==> src/rtl/shared_bank_alloc.sv <==
// ---------------------------------------------------------------------------
// shared_bank_alloc
//
// Hands out shared memory banks to router ports. A port that requests a bank
// while owning none gets a grant, round-robin across ports. The bank it gets
// is the lowest-indexed FREE bank. The port then pushes flits into its bank.
// A consumer pops flits from any non-empty bank by index. When the port sends
// its tail (release), the bank drains. When its occupancy reaches zero the
// bank returns to FREE, and a one-cycle credit pulse is emitted.
//
// Ports:
//   clk               - single clock; all state updates on its rising edge
//   reset             - active-high reset (asynchronous by default)
//   req_port          - per-port request for a shared bank
//   push_port         - per-port write of one flit into the port's owned bank
//   release_port      - per-port tail-sent pulse that ends ownership
//   pop_valid         - one flit consumed from bank pop_bank
//   pop_bank          - bank index qualified by pop_valid
//   memory_bank_grant - one-hot grant pulse (one cycle)
//   gnt_bank          - bank index qualified by memory_bank_grant
//   owns_bank         - per-port level: port currently owns a bank
//   credit_for_shared - one-cycle pulse in any cycle a bank became FREE
//   free_banks        - number of FREE banks
//   error             - sticky protocol-violation flag
// ---------------------------------------------------------------------------

`ifndef RESET_TYPE_ASYNC
`define RESET_TYPE_ASYNC 0
`endif
`ifndef RESET_TYPE_SYNC
`define RESET_TYPE_SYNC 1
`endif

package shared_bank_alloc_pkg;

  typedef enum logic [1:0] {
    BANK_FREE     = 2'b00,
    BANK_OWNED    = 2'b01,
    BANK_DRAINING = 2'b10
  } bank_state_e;

  // Index width for 'value' distinct items, never less than one bit.
  function automatic int clogb(input int value);
    int result;
    result = 1;
    while ((1 << result) < value) begin
      result = result + 1;
    end
    return result;
  endfunction

endpackage

module shared_bank_alloc
  import shared_bank_alloc_pkg::*;
#(
  parameter int num_ports  = 5,
  parameter int num_banks  = 6,
  parameter int bank_depth = 8,
  parameter int reset_type = `RESET_TYPE_ASYNC,
  localparam int bank_idx_width = clogb(num_banks),
  localparam int cnt_width      = clogb(bank_depth + 1),
  localparam int free_width     = clogb(num_banks + 1)
) (
  input  logic                      clk,
  input  logic                      reset,
  input  logic [num_ports-1:0]      req_port,
  input  logic [num_ports-1:0]      push_port,
  input  logic [num_ports-1:0]      release_port,
  input  logic                      pop_valid,
  input  logic [bank_idx_width-1:0] pop_bank,
  output logic [num_ports-1:0]      memory_bank_grant,
  output logic [bank_idx_width-1:0] gnt_bank,
  output logic [num_ports-1:0]      owns_bank,
  output logic                      credit_for_shared,
  output logic [free_width-1:0]     free_banks,
  output logic                      error
);

  localparam int port_idx_width = clogb(num_ports);

  typedef struct packed {
    bank_state_e               state;
    logic [port_idx_width-1:0] owner;
    logic [cnt_width-1:0]      occ;
  } bank_t;

  // Every piece of state, including the registered outputs, lives in one
  // record, so both reset flavours share a single next-state computation.
  typedef struct packed {
    bank_t [num_banks-1:0]     banks;
    logic [port_idx_width-1:0] rr_ptr;
    logic [num_ports-1:0]      grant;
    logic [bank_idx_width-1:0] gnt_bank;
    logic [num_ports-1:0]      owns;
    logic                      credit;
    logic [free_width-1:0]     free_cnt;
    logic                      error;
  } state_t;

  state_t                    state_r;
  state_t                    state_nxt_s;

  bank_t [num_banks-1:0]     banks_upd_s;
  logic                      bank_viol_s;
  logic                      freed_s;
  logic                      push_hit_s;
  logic                      pop_hit_s;
  logic                      rel_hit_s;
  logic                      push_ok_s;
  logic                      pop_ok_s;
  logic [cnt_width-1:0]      occ_new_s;

  logic                      port_viol_s;

  logic [num_ports-1:0]      eligible_s;
  int                        rr_idx_s;
  logic [port_idx_width-1:0] rr_sel_s;
  logic                      port_found_s;
  logic                      free_avail_s;
  logic                      gnt_valid_s;
  logic [port_idx_width-1:0] gnt_port_s;
  logic [bank_idx_width-1:0] gnt_bank_s;

  logic [num_ports-1:0]      owns_s;
  logic [free_width-1:0]     free_s;

  // Per-bank occupancy and FREE/OWNED/DRAINING transitions from push/pop/release
  always_comb begin
    banks_upd_s = state_r.banks;
    bank_viol_s = 1'b0;
    freed_s     = 1'b0;
    push_hit_s  = 1'b0;
    pop_hit_s   = 1'b0;
    rel_hit_s   = 1'b0;
    push_ok_s   = 1'b0;
    pop_ok_s    = 1'b0;
    occ_new_s   = {cnt_width{1'b0}};
    for (int b = 0; b < num_banks; b++) begin
      // Only an OWNED bank has a live owner; its push/release lines route here.
      pop_hit_s  = pop_valid && (int'(pop_bank) == b);
      push_hit_s = (state_r.banks[b].state == BANK_OWNED) && push_port[state_r.banks[b].owner];
      rel_hit_s  = (state_r.banks[b].state == BANK_OWNED) && release_port[state_r.banks[b].owner];
      pop_ok_s   = pop_hit_s && (state_r.banks[b].state != BANK_FREE) &&
                   (state_r.banks[b].occ != {cnt_width{1'b0}});
      // A full bank still accepts a push when a legal pop frees a slot this cycle.
      push_ok_s  = push_hit_s &&
                   ((state_r.banks[b].occ != cnt_width'(bank_depth)) || pop_ok_s);
      bank_viol_s = bank_viol_s | (pop_hit_s & ~pop_ok_s) | (push_hit_s & ~push_ok_s);

      case ({push_ok_s, pop_ok_s})
        2'b10:   occ_new_s = state_r.banks[b].occ + cnt_width'(1);
        2'b01:   occ_new_s = state_r.banks[b].occ - cnt_width'(1);
        default: occ_new_s = state_r.banks[b].occ;
      endcase
      banks_upd_s[b].occ = occ_new_s;

      case (state_r.banks[b].state)
        BANK_OWNED: begin
          if (rel_hit_s && (occ_new_s == {cnt_width{1'b0}})) begin
            banks_upd_s[b].state = BANK_FREE;
            freed_s              = 1'b1;
          end else if (rel_hit_s) begin
            banks_upd_s[b].state = BANK_DRAINING;
          end else begin
            banks_upd_s[b].state = BANK_OWNED;
          end
        end
        BANK_DRAINING: begin
          if (occ_new_s == {cnt_width{1'b0}}) begin
            banks_upd_s[b].state = BANK_FREE;
            freed_s              = 1'b1;
          end else begin
            banks_upd_s[b].state = BANK_DRAINING;
          end
        end
        BANK_FREE: begin
          banks_upd_s[b].state = BANK_FREE;
        end
        default: begin
          // Unused encoding: fall back to an empty FREE bank.
          banks_upd_s[b].state = BANK_FREE;
          banks_upd_s[b].occ   = {cnt_width{1'b0}};
        end
      endcase
    end
  end

  // Port-side violations: push or release from a port that owns no bank, pop index out of range
  always_comb begin
    port_viol_s = (|((push_port | release_port) & ~state_r.owns)) |
                  (pop_valid & (int'(pop_bank) >= num_banks));
  end

  // Round-robin port selection and lowest-index FREE bank selection on current state
  always_comb begin
    eligible_s   = req_port & ~state_r.owns;
    rr_idx_s     = 0;
    rr_sel_s     = {port_idx_width{1'b0}};
    port_found_s = 1'b0;
    free_avail_s = 1'b0;
    gnt_port_s   = {port_idx_width{1'b0}};
    gnt_bank_s   = {bank_idx_width{1'b0}};
    // Scanning downwards lets the last hit, i.e. the lowest index, win.
    for (int b = num_banks - 1; b >= 0; b--) begin
      gnt_bank_s   = (state_r.banks[b].state == BANK_FREE) ? bank_idx_width'(b) : gnt_bank_s;
      free_avail_s = free_avail_s | (state_r.banks[b].state == BANK_FREE);
    end
    // Same trick for ports: offset 0 from the pointer has highest priority.
    for (int i = num_ports - 1; i >= 0; i--) begin
      rr_idx_s     = int'(state_r.rr_ptr) + i;
      rr_idx_s     = (rr_idx_s >= num_ports) ? (rr_idx_s - num_ports) : rr_idx_s;
      rr_sel_s     = port_idx_width'(rr_idx_s);
      gnt_port_s   = eligible_s[rr_sel_s] ? rr_sel_s : gnt_port_s;
      port_found_s = port_found_s | eligible_s[rr_sel_s];
    end
    gnt_valid_s = port_found_s & free_avail_s;
  end

  // Next-state assembly: apply the grant, then derive ownership and free count from the result
  always_comb begin
    state_nxt_s       = state_r;
    state_nxt_s.banks = banks_upd_s;
    owns_s            = {num_ports{1'b0}};
    free_s            = {free_width{1'b0}};
    if (gnt_valid_s) begin
      state_nxt_s.banks[gnt_bank_s].state = BANK_OWNED;
      state_nxt_s.banks[gnt_bank_s].owner = gnt_port_s;
      state_nxt_s.banks[gnt_bank_s].occ   = {cnt_width{1'b0}};
      state_nxt_s.rr_ptr   = (int'(gnt_port_s) == num_ports - 1) ?
                             {port_idx_width{1'b0}} : (gnt_port_s + port_idx_width'(1));
      state_nxt_s.grant    = num_ports'(1) << gnt_port_s;
      state_nxt_s.gnt_bank = gnt_bank_s;
    end else begin
      state_nxt_s.rr_ptr   = state_r.rr_ptr;
      state_nxt_s.grant    = {num_ports{1'b0}};
      state_nxt_s.gnt_bank = {bank_idx_width{1'b0}};
    end
    for (int b = 0; b < num_banks; b++) begin
      owns_s[state_nxt_s.banks[b].owner] = owns_s[state_nxt_s.banks[b].owner] |
                                           (state_nxt_s.banks[b].state == BANK_OWNED);
      free_s = free_s + ((state_nxt_s.banks[b].state == BANK_FREE) ?
                         free_width'(1) : free_width'(0));
    end
    state_nxt_s.owns     = owns_s;
    state_nxt_s.free_cnt = free_s;
    state_nxt_s.credit   = freed_s;
    state_nxt_s.error    = state_r.error | bank_viol_s | port_viol_s;
  end

  generate
    if (reset_type == `RESET_TYPE_SYNC) begin : g_sync_reset
      // State register, synchronous reset flavour
      always_ff @(posedge clk) begin
        if (reset) begin
          state_r          <= '0;
          state_r.free_cnt <= free_width'(num_banks);
        end else begin
          state_r <= state_nxt_s;
        end
      end
    end else begin : g_async_reset
      // State register, asynchronous reset flavour; reset abandons all ownership silently
      always_ff @(posedge clk or posedge reset) begin
        if (reset) begin
          state_r          <= '0;
          state_r.free_cnt <= free_width'(num_banks);
        end else begin
          state_r <= state_nxt_s;
        end
      end
    end
  endgenerate

  assign memory_bank_grant = state_r.grant;
  assign gnt_bank          = state_r.gnt_bank;
  assign owns_bank         = state_r.owns;
  assign credit_for_shared = state_r.credit;
  assign free_banks        = state_r.free_cnt;
  assign error             = state_r.error;

endmodule

==> config.mk <==
export PLATFORM = sky130hd
export DESIGN_NAME = shared_bank_alloc
export DESIGN_NICKNAME = d
export VERILOG_FILES = /design/src/rtl/shared_bank_alloc.sv
export SDC_FILE = /design/constraint.sdc
export NUM_CORES = 1
export LEC_CHECK = 0
export CAP_MARGIN = 25
export CORE_ASPECT_RATIO = 0.8
export CORE_MARGIN = 2
export CORE_UTILIZATION = 55
export CTS_BUF_LIST = sky130_fd_sc_hd__clkbuf_16
export CTS_CLUSTER_SIZE = 20
export DETAILED_ROUTE_END_ITERATION = 6
export GPL_TIMING_DRIVEN = 0
export PLACE_DENSITY = 0.74
export SLEW_MARGIN = 30
export SYNTH_ARGS = -nofsm -noshare
export SYNTH_HDL_FRONTEND = slang
export SYNTH_SLANG_ARGS = --single-unit
==> constraint.sdc <==
create_clock -name clk -period 7.4 [get_ports clk]
set_input_delay 1.48 -clock clk [delete_from_list [all_inputs] [get_ports clk]]
set_output_delay 1.48 -clock clk [all_outputs]
set_load 0.01 [all_outputs]
==> results_dict.tcl <==
set metrics [dict create \
    layout.nets 1075 \
    ys_warn_count 0 \
    synthTopCellsByArea "dfrtp_1, ha_1, nor2_1" \
    core_um2 14200 \
    maxSlewHeadroom_pct 47.8 \
    synth_fa_ha_area_share_pct 10.5 \
    max_freq_mhz 143 \
    period_share_pct 94.2 \
    synthCells 944 \
    overflow 0 \
    dp_hpwl_mm 17.0 \
    drv_slew 0 \
    synth-simple-area-share_pct 25.4 \
    synth_top_family_by_area "simple AND/OR/NAND/NOR gates" \
    cts_sinks 75 \
    antenna_found_initial 0 \
    outcome "complete, no violations" \
    crit_top_cell "fa_1" \
    viasPerCell 6.28 \
    synth-compound-area-share_pct 22.7 \
    io_pins 39 \
    numPortBuffers 38 \
    post_synth_num_cell_types 97 \
    multi_input_area_um2 5480 \
    maxCapViolCount 0 \
    final-setup-viol-count 0 \
    yosysMostFrequentCell "nor2_1" \
    dp.cells 1167 \
    critPathMaxStageDelay_ns 0.56 \
    hold_buffers 0 \
    synth_fp_nets 1025 \
    ys_ff_latch 75 \
    cts_buffers 9 \
    die_area_um2 15300 \
    required_ns 7.69 \
    synth_common_cells "nor2_1, dfrtp_1, nand2_1, inv_1, ha_1" \
    cp.arrival_ns 7.27 \
    die_h_um 111 \
    cp_slowest_cell "clkdlybuf4s50_1" \
    finalNonFillerCells 1183 \
    grt_max_degree 50 \
    synth.mux.area_fraction_pct 7.70 \
    fin_setup_tns_ns 0 \
    root_buffer "clkbuf_16" \
    cp_max_fo 10 \
    regArea_um2 1880 \
    hold_viol_final 0 \
    synth_edf_count 0 \
    num_vias 7430 \
    die_w_um 138 \
    n_antenna_cell 0 \
    synth_xor_area_share_pct 3.19 \
    rows 39 \
    tightest_slew_ns 0.783 \
    initial_core_util_pct 55.7 \
    clk_latency_ns 0.36 \
    rr_worst_depth 18 \
    drt_iter0_drc 677 \
    synth_top_area_cell "dfrtp_1" \
    wl_per_cell_um 18.5 \
    grt_pass1_vias 6963 \
    synth_area_um2 7880 \
    yosysTopAreaCellShare_pct 23.2 \
    rsz0062_at_grt "no" \
    postCtsSetupBuffers 0 \
    firstDrtPassIters 5 \
    final_area_um2 8820 \
    hp-class "register to register" \
    cts_resized 0 \
    grt_pass1_wl_mm 36.0 \
    dpl_cell_area_um2 8520 \
    path_clk_slew_ns 0.06 \
    cts_tree "done" \
    wirelength_mm 21.9 \
    finClkSkew_ns 0.0105 \
    cp-end-kind "register" \
    worstHoldPathCells 2 \
    crit_chain "clkdlybuf4s50_1 -> mux4_2 -> mux2_2 -> nand2_1 -> clkbuf_1 -> nand2_1 -> or2_2 -> inv_1 -> ha_1 -> a21o_1 -> a21oi_1 -> inv_1 -> and3_1 -> a211o_1 -> a32oi_1 -> and2_1 -> nor2_1 -> fa_1 -> fa_1 -> ha_1 -> fa_1" \
    syn_area_per_cell_um2 8.35 \
    crit_type "input pin to register" \
    yosysSeqAreaShare_pct 23.8 \
    async_flop_share_pct 100 \
    detail-route-antenna-nets 0 \
    post-route-drc-count 0 \
    gp_congestion 0.973 \
    worst_setup_path_start_kind "input pin" \
    cts_max_path_buffers 2 \
    drive_gt1_share_pct 12.2 \
    layout_min_cycle_time_ns 6.97 \
    fillCellCount 1249 \
    syn2layout_area_growth_pct 11.9 \
    cts_max_level 3 \
    synthFlopType "dfrtp_1" \
    track_usage_pct 30.3 \
]
worst max-delay path, delay by kind of cell:
family | cells | cell delay, ns
adder cells (fa/ha/maj) | 5 | 1.90
AND/OR/NAND/NOR | 6 | 0.94
multiplexers | 2 | 0.84
buffers and inverters | 4 | 1.05
AO/OA/AOI/OAI | 4 | 1.05
worst paths after layout:
path | end | slack [ns] | start
worst max-delay path | free_banks[1] | 0.43 | push_port[3]
worst min-delay path | state_r[23] | 0.58 | state_r[23]
worst max register to register | free_banks[1] | 1.27 | state_r[18]
worst min register to register | state_r[23] | 0.58 | state_r[23]
max in group asynchronous | free_banks[2] | 5.31 | reset
min in group asynchronous | state_r[69] | 1.47 | reset
stage by stage:
step / hold slack (ns) / setup WS (ns) / util [%]
4_1_cts: 0.585 / 0.466 / 62.3
5_1_grt: 0.621 / 0.0424 / 62.3
3_3_place_gp: 0.562 / 0.159 / 60.0
3_5_place_dp: 0.575 / 0.127 / 60.2
6_report: 0.583 / 0.430 / 62.3
2_1_floorplan: 0.530 / 1.28 / -
cells by family (layout without fill, tap and decap cells):
group | after synthesis | in the layout
fa+ha+maj | 60 | 60
flops | 75 | 75
simple gates | 373 | 373
compound gates | 248 | 248
xor+xnor | 27 | 27
mux | 43 | 43
buf+inv | 118 | 173
layer usage:
metal	up-vias	track usage, %	wire length (um)
met2	346	42.8	9180
met5	-	0	0
met4	0	6.39	272
met1	3519	47.2	10300
li1	3540	-	-
met3	25	7.04	2100
sequential cells by signal, summed over array words and instances, names as in the netlist:
register	cells
banks_upd_s	18
credit_for_shared	1
error	1
free_banks	3
gnt_bank	3
memory_bank_grant	5
owns_bank	5
state_r	39
cell usage in the layout, fill, tap and decap left out, types with 7 or more instances in the layout:
| cell | instances |
|---|---|
| o211ai_1 | 16 |
| inv_1 | 56 |
| nand2b_1 | 22 |
| nor2_1 | 88 |
| buf_2 | 14 |
| nor2b_1 | 26 |
| clkdlybuf4s50_1 | 38 |
| fa_1 | 10 |
| buf_4 | 16 |
| clkbuf_1 | 22 |
| and3_1 | 17 |
| nor3b_1 | 12 |
| xor2_1 | 11 |
| dfrtp_1 | 73 |
| nand3_1 | 27 |
| a21oi_1 | 46 |
| or2_2 | 11 |
| mux4_2 | 12 |
| o22ai_1 | 15 |
| o21ai_1 | 7 |
| nor4_1 | 11 |
| nand4_1 | 7 |
| o21a_1 | 7 |
| xnor2_1 | 14 |
| o21ai_0 | 38 |
| nand3b_1 | 10 |
| a32oi_1 | 7 |
| mux2i_1 | 21 |
| a21o_1 | 12 |
| ha_1 | 50 |
| nor3_1 | 26 |
| and2_1 | 15 |
| a31oi_1 | 19 |
| clkbuf_16 | 9 |
| nand2_1 | 67 |
| mux2_2 | 8 |
layout make-up:
type | count | area share (%)
Multi-Input combinational cell | 751 | 62.1
Buffer | 58 | 3.46
Tap cell | 184 | 2.61
Inverter | 60 | 2.58
Timing Repair Buffer | 39 | 4.62
Clock buffer | 9 | 2.55
Sequential cell | 75 | 21.3
Clock inverter | 7 | 0.766
Power is left out: the tool's default activity adds up to more than one toggle a clock period on the data nets, which glitch-free logic cannot reach.
